==> config.mk <==
export PLATFORM = sky130hd
export DESIGN_NAME = riscv_regfile_scb
export DESIGN_NICKNAME = d
export VERILOG_FILES = /design/src/rtl/riscv_regfile_pkg.sv /design/src/rtl/riscv_regfile_scoreboard.sv /design/src/rtl/riscv_regfile_scb.sv
export SDC_FILE = /design/constraint.sdc
export NUM_CORES = 2
export LEC_CHECK = 0
export CAP_MARGIN = 0
export CORE_ASPECT_RATIO = 0.9
export CORE_UTILIZATION = 40
export CTS_CLUSTER_DIAMETER = 200
export DETAILED_ROUTE_END_ITERATION = 8
export GPL_ROUTABILITY_DRIVEN = 0
export GPL_TIMING_DRIVEN = 1
export SYNTH_ARGS = -nofsm -noshare
export SYNTH_HDL_FRONTEND = slang
export SYNTH_SLANG_ARGS = --single-unit
==> constraint.sdc <==
create_clock -name clk -period 6.4 [get_ports clk]
set_input_delay 0.64 -clock clk [delete_from_list [all_inputs] [get_ports clk]]
set_output_delay 0.64 -clock clk [all_outputs]
set_load 0.01 [all_outputs]
==> src/rtl/riscv_regfile_pkg.sv <==
// Shared definitions for the scoreboarded register file.
// Word-count derivation and write-port priority selection.
package riscv_regfile_pkg;

  localparam int MAX_PORTS = 4;

  function automatic int num_words(input int aw);
    return 1 << aw;
  endfunction

  // Highest-index set bit wins; callers only use it when hit != 0.
  function automatic logic [1:0] prio_sel(
    input logic [MAX_PORTS-1:0] hit
  );
    logic [1:0] sel;
    sel = 2'd0;
    for (int i = 0; i < MAX_PORTS; i++) begin
      if (hit[i]) sel = 2'(i);
    end
    return sel;
  endfunction

endpackage

==> src/rtl/riscv_regfile_scoreboard.sv <==
// Busy-bit array and pending counter for the register file.
// A writeback clear and a new issue to one word leave it busy.
module riscv_regfile_scoreboard
  import riscv_regfile_pkg::*;
#(
  parameter int ADDR_WIDTH = 5,
  parameter int NUM_WPORTS = 2,
  parameter int ZERO_REG   = 1
) (
  input  logic                                  clk,
  input  logic                                  rst_n,
  input  logic                                  iss_valid,
  input  logic [ADDR_WIDTH-1:0]                 iss_addr,
  input  logic [NUM_WPORTS-1:0]                 we,
  input  logic [NUM_WPORTS-1:0]                 wclr,
  input  logic [NUM_WPORTS-1:0][ADDR_WIDTH-1:0] waddr,
  output logic [num_words(ADDR_WIDTH)-1:0]      busy,
  output logic                                  iss_ready,
  output logic [ADDR_WIDTH:0]                   pending_cnt
);

  localparam int NUM_WORDS = num_words(ADDR_WIDTH);

  logic [NUM_WORDS-1:0] busy_q;
  logic [NUM_WORDS-1:0] busy_d;
  logic [ADDR_WIDTH:0]  cnt_q;
  logic [ADDR_WIDTH:0]  cnt_d;
  logic                 clr_hit;
  logic                 iss_zero;

  // Issue acceptance: free word, or freed by a writeback this cycle.
  always_comb begin
    clr_hit = 1'b0;
    for (int p = 0; p < NUM_WPORTS; p++) begin
      if (we[p] && wclr[p] && waddr[p] == iss_addr) clr_hit = 1'b1;
    end
    iss_zero  = (ZERO_REG != 0) && (iss_addr == '0);
    iss_ready = !busy_q[iss_addr] || clr_hit;
  end

  // Next busy state: clears first, then the accepted issue sets.
  always_comb begin
    busy_d = busy_q;
    for (int p = 0; p < NUM_WPORTS; p++) begin
      if (we[p] && wclr[p]) busy_d[waddr[p]] = 1'b0;
    end
    if (iss_valid && iss_ready && !iss_zero) busy_d[iss_addr] = 1'b1;
    if (ZERO_REG != 0) busy_d[0] = 1'b0;
    cnt_d = '0;
    for (int w = 0; w < NUM_WORDS; w++) begin
      cnt_d = cnt_d + {{ADDR_WIDTH{1'b0}}, busy_d[w]};
    end
  end

  // Busy bits and their population count update together.
  always_ff @(posedge clk or negedge rst_n) begin
    if (!rst_n) begin
      busy_q <= '0;
      cnt_q  <= '0;
    end else begin
      busy_q <= busy_d;
      cnt_q  <= cnt_d;
    end
  end

  assign busy        = busy_q;
  assign pending_cnt = cnt_q;

endmodule

==> src/rtl/riscv_regfile_scb.sv <==
// Multi-ported register file with per-word pending scoreboard.
// Optional word-0 hardwiring and same-cycle write forwarding.
module riscv_regfile_scb
  import riscv_regfile_pkg::*;
#(
  parameter int ADDR_WIDTH = 5,
  parameter int DATA_WIDTH = 32,
  parameter int NUM_RPORTS = 3,
  parameter int NUM_WPORTS = 2,
  parameter int ZERO_REG   = 1,
  parameter int BYPASS     = 0
) (
  input  logic                                  clk,
  input  logic                                  rst_n,
  input  logic                                  test_en_i,
  input  logic [NUM_RPORTS-1:0][ADDR_WIDTH-1:0] raddr_i,
  output logic [NUM_RPORTS-1:0][DATA_WIDTH-1:0] rdata_o,
  output logic [NUM_RPORTS-1:0]                 rbusy_o,
  input  logic [NUM_WPORTS-1:0][ADDR_WIDTH-1:0] waddr_i,
  input  logic [NUM_WPORTS-1:0][DATA_WIDTH-1:0] wdata_i,
  input  logic [NUM_WPORTS-1:0]                 we_i,
  input  logic [NUM_WPORTS-1:0]                 wclr_i,
  input  logic                                  iss_valid_i,
  input  logic [ADDR_WIDTH-1:0]                 iss_addr_i,
  output logic                                  iss_ready_o,
  output logic [ADDR_WIDTH:0]                   pending_cnt_o
);

  localparam int NUM_WORDS = num_words(ADDR_WIDTH);

  logic [NUM_WORDS-1:0][DATA_WIDTH-1:0]  mem;
  logic [NUM_WORDS-1:0]                  busy;
  logic [MAX_PORTS-1:0][DATA_WIDTH-1:0]  wdata_pad;
  logic [MAX_PORTS-1:0][ADDR_WIDTH-1:0]  waddr_pad;
  logic [MAX_PORTS-1:0]                  we_pad;
  logic [NUM_RPORTS-1:0][MAX_PORTS-1:0]  rhit;
  logic                                  unused_test_en;

  assign unused_test_en = test_en_i;

  function automatic logic is_zero(input logic [ADDR_WIDTH-1:0] a);
    return (ZERO_REG != 0) && (a == '0);
  endfunction

  // Widen write ports to the fixed priority-select width.
  always_comb begin
    wdata_pad = '0;
    waddr_pad = '0;
    we_pad    = '0;
    for (int p = 0; p < NUM_WPORTS; p++) begin
      wdata_pad[p] = wdata_i[p];
      waddr_pad[p] = waddr_i[p];
      we_pad[p]    = we_i[p];
    end
  end

  // Storage: later ports override earlier ones on the same word.
  always_ff @(posedge clk or negedge rst_n) begin
    if (!rst_n) begin
      mem <= '0;
    end else begin
      for (int p = 0; p < NUM_WPORTS; p++) begin
        if (we_i[p] && !is_zero(waddr_i[p])) begin
          mem[waddr_i[p]] <= wdata_i[p];
        end
      end
    end
  end

  // Read ports with optional forwarding and busy lookup.
  always_comb begin
    rhit    = '0;
    rdata_o = '0;
    rbusy_o = '0;
    for (int r = 0; r < NUM_RPORTS; r++) begin
      for (int p = 0; p < MAX_PORTS; p++) begin
        rhit[r][p] = we_pad[p] && (waddr_pad[p] == raddr_i[r]);
      end
      rdata_o[r] = mem[raddr_i[r]];
      if ((BYPASS != 0) && (|rhit[r])) begin
        rdata_o[r] = wdata_pad[prio_sel(rhit[r])];
      end
      if (is_zero(raddr_i[r])) rdata_o[r] = '0;
      rbusy_o[r] = busy[raddr_i[r]];
    end
  end

  riscv_regfile_scoreboard #(
    .ADDR_WIDTH (ADDR_WIDTH),
    .NUM_WPORTS (NUM_WPORTS),
    .ZERO_REG   (ZERO_REG)
  ) u_scb (
    .clk         (clk),
    .rst_n       (rst_n),
    .iss_valid   (iss_valid_i),
    .iss_addr    (iss_addr_i),
    .we          (we_i),
    .wclr        (wclr_i),
    .waddr       (waddr_i),
    .busy        (busy),
    .iss_ready   (iss_ready_o),
    .pending_cnt (pending_cnt_o)
  );

endmodule

==> results by group <==
Pwr
  • Static Leak: about 0.037 uW
  • Pwr dens: 335 nW/um^2
  • VDD IR max: 0.00166 V

Clocking
  • H-tree level count: 3
  • CTS clk-pin slew, worst paths: 60 ps
  • Clock Sinks: 1061
  • Max clock buf depth: 3
  • Clk Latency, worst-skew pair: 770 ps
  • TritonCTS clock tree: yes
  • CTS root buf: clkbuf_16
  • TritonCTS buffer count: 120

Layout
  • Util after Layout: 45.3%
  • Most frequent cells in the layout: mux2i_1, dfrtp_1, mux4_2
  • Ratio of cells with drive above 1 in the final layout: about a quarter
  • Synthesis-to-finish area growth: 11.9%
  • FILL cells: 17100
  • Layout net count: around 6600
  • Most common cell after layout, fill and taps aside: mux2i_1

Yosys
  • Synth warn: 0
  • Mapped cell area: 75400 um^2
  • Syn_nets: 6722
  • Sequential area share after synthesis: 35.2%
  • Top FF cell, synth: dfrtp_1
  • Asr flop ratio synth: 100%
  • Syn avg cell area: 11.4 um^2
  • #FFs+latches synth: 1061
  • Post-synth cell types: 70
  • Mapped Cells: 6588
  • EDFF count, synth: 0

STA
  • Fin Setup TNS: 0 ps
  • Worst-margin pin slew: roughly 1300 ps
  • Rel. slew slack: roughly a tenth
  • Max-slew violation count: 0
  • Clk_skew: between 10 and 15 ps
  • Tmin final: 6140 ps
  • Final setup margin: 257 ps
  • Final setup viols: 0
  • Final Cycle Share: 96.0%
  • Fin. Hold Viols: 0
  • Achievable Freq: 163 MHz

Global route
  • Number of global-route vias before repair: 58000
  • Met1 GRT Util: 39.9%
  • Global Route Usage Sum: between 30% and 40%
  • Largest net degree at the start of global routing: between 150 and 200
  • GR Layer Usage met3: between 7 and 8%
  • GR peak layer: met2
  • First-pass GRT wire length: 424 mm
  • Met2 global-route usage: 47.6%
  • Congestion Overflow GR: 0
  • Antenna violations before repair: 23

Route
  • WL/cell: 32.4 um
  • Drt first pass iters: 6
  • Routed vias: 59200
  • First-iteration detailed-routing DRC count: 8234
  • Drt drc: 0
  • Routed Antenna Nets: 0
  • Vias per cell: 6.55
  • Drt total wl: 293 mm

Floorplanning
  • Area of the die: 190000 um^2
  • Die Ht: 414 um
  • I/O pins: between 200 and 250
  • Starting Density: approximately two fifths
  • # rows: 150
  • Die W: around 460 um
  • Core area: 187000 um^2

Place
  • Port bufs: between 200 and 250
  • Place WS: -638 ps
  • HPWL Detailed: 170 mm

Critical path
  • CP endpoint kind: flop
  • CP peak stage delay: 580 ps
  • Crit path kind: in -> reg
  • Req. time, crit path: 7050 ps
  • Startpoint types: input port
  • Cell mode on critical path: fa_1
  • Crit-path slowest cell: fa_1
  • R2r setup slk: 280 ps
  • CP Max Fanout: 10
  • Arrival @ worst endpoint: approximately 6800 ps

Hold path
  • Worst Hold Class: reg -> reg

Run status
  • Status: finished clean

Run
  • Max_cap viols: 0
-- critical path: cells and delay by family --
| kind | cells | cell delay [ps] |
|---|---|---|
| fa+ha+maj | 9 | 3860 |
| simple gates | 3 | 400 |
| compound gates | 4 | 490 |
| buf+inv | 8 | 1270 |
| xor+xnor | 1 | 120 |
-- layout make-up --
cell class              count  area (um^2)  area share [%]
diodes                     11         27.5          0.0326
clock buffers             173         3480            4.13
clock inverters            48          589           0.698
inverters                  41          176           0.209
multi-input cells        4672        45600            54.0
flip-flops and latches   1061        26600            31.4
well taps                2508         3140            3.72
repair buffers            527         4910            5.82
-- per-layer routing --
metal / vias up / share of wire [%]
li1: 24500 / -
met4: 12 / 5.8
met5: - / 0.024
met2: 3844 / 46
met3: 893 / 11
met1: 30000 / 38
-- worst paths after layout --
kind | startpoint | endpoint | cells after the start
worst max-delay path | iss_addr_i[2] | u_scb.pending_cnt[4] | 25
worst min-delay path | mem[10] | mem[10] | 0
worst max register to register | u_scb.busy[1] | u_scb.pending_cnt[4] | 21
worst min register to register | mem[10] | mem[10] | 0
max in group asynchronous | rst_n | mem[923] | 4
min in group asynchronous | rst_n | mem[553] | 2
-- repair_timing --
item / in CTS / in global routing
endpoints found under the hold margin: 76 / 0
setup endpoints to repair: 0 / 3
buffers inserted: 0 / 1
hold buffers: 1 / 0
gates resized for setup: 0 / 21
-- cell usage after synthesis (3+ instances only) --
| library cell | instances | area [um^2] |
|---|---|---|
| and3b_1 | 7 | 61.3 |
| nor2_2 | 6 | 37.5 |
| clkinv_1 | 4 | 15.0 |
| mux2_2 | 5 | 56.3 |
| nand2b_1 | 3 | 18.8 |
| inv_2 | 4 | 15.0 |
| buf_2 | 176 | 881 |
| a22oi_1 | 8 | 60.1 |
| a21o_1 | 98 | 736 |
| clkbuf_1 | 482 | 1810 |
| xnor2_1 | 3 | 26.3 |
| nand4_1 | 25 | 156 |
| xor2_1 | 8 | 70.1 |
| or3_1 | 8 | 50.1 |
| dfrtp_1 | 1061 | 26600 |
| inv_1 | 33 | 124 |
| o221ai_1 | 14 | 123 |
| nand2_1 | 387 | 1450 |
| nand3_1 | 40 | 200 |
| o211ai_1 | 33 | 248 |
| nor2_1 | 699 | 2620 |
| o21ai_0 | 322 | 1610 |
| nand2_2 | 4 | 25.0 |
| or3b_2 | 5 | 43.8 |
| a21oi_1 | 680 | 3400 |
| buf_6 | 15 | 169 |
| buf_4 | 84 | 631 |
| nand3b_1 | 9 | 67.6 |
| ha_1 | 9 | 113 |
| fa_1 | 23 | 460 |
| and3_1 | 24 | 150 |
| and2_1 | 4 | 25.0 |
| o22ai_1 | 100 | 626 |
| nor2b_1 | 4 | 25.0 |
| nor3b_1 | 3 | 22.5 |
| mux4_2 | 892 | 20100 |
| mux2i_1 | 1199 | 12000 |
| nor3_1 | 9 | 45.0 |
| o211a_1 | 6 | 60.1 |
| buf_1 | 56 | 210 |
-- where the power goes --
group / switching (uW) / internal [uW]
Combinational: 4620 / 6030
Sequential: 1790 / 8550
Clock: 3120 / 4180
-- sequential cells by signal, summed over array words and instances (netlist names) --
register and flops:
mem 1024, u_scb.busy 31, u_scb.pending_cnt 6
-- kinds of logic (layout without fill, tap and decap cells) --
| family | Yosys count | after routing | synth area share (%) |
|---|---|---|---|
| multiplexers | 2096 | 2096 | 42.6 |
| buffers and inverters | 855 | 789 | 5.12 |
| AND/OR/NAND/NOR | 1254 | 1254 | 6.87 |
| XOR/XNOR | 11 | 11 | 0.128 |
| adder cells (fa/ha/maj) | 32 | 32 | 0.760 |
| other | 0 | 11 | 0 |
| AO/OA/AOI/OAI | 1279 | 1279 | 9.31 |
| flip-flops | 1061 | 1061 | 35.2 |
-- stage by stage --
stage,total power [uW],hold slack [ps],cells,instance area (um^2)
after floorplan,17400,344,6588,75500
after global placement,20700,392,8806,80200
after detailed placement,21000,402,8806,80200
after CTS,28300,415,9028,84300
after global routing,29800,431,9035,84400
final,28300,416,9041,84400
No activity file was read; power rests on OpenSTA's default activity.
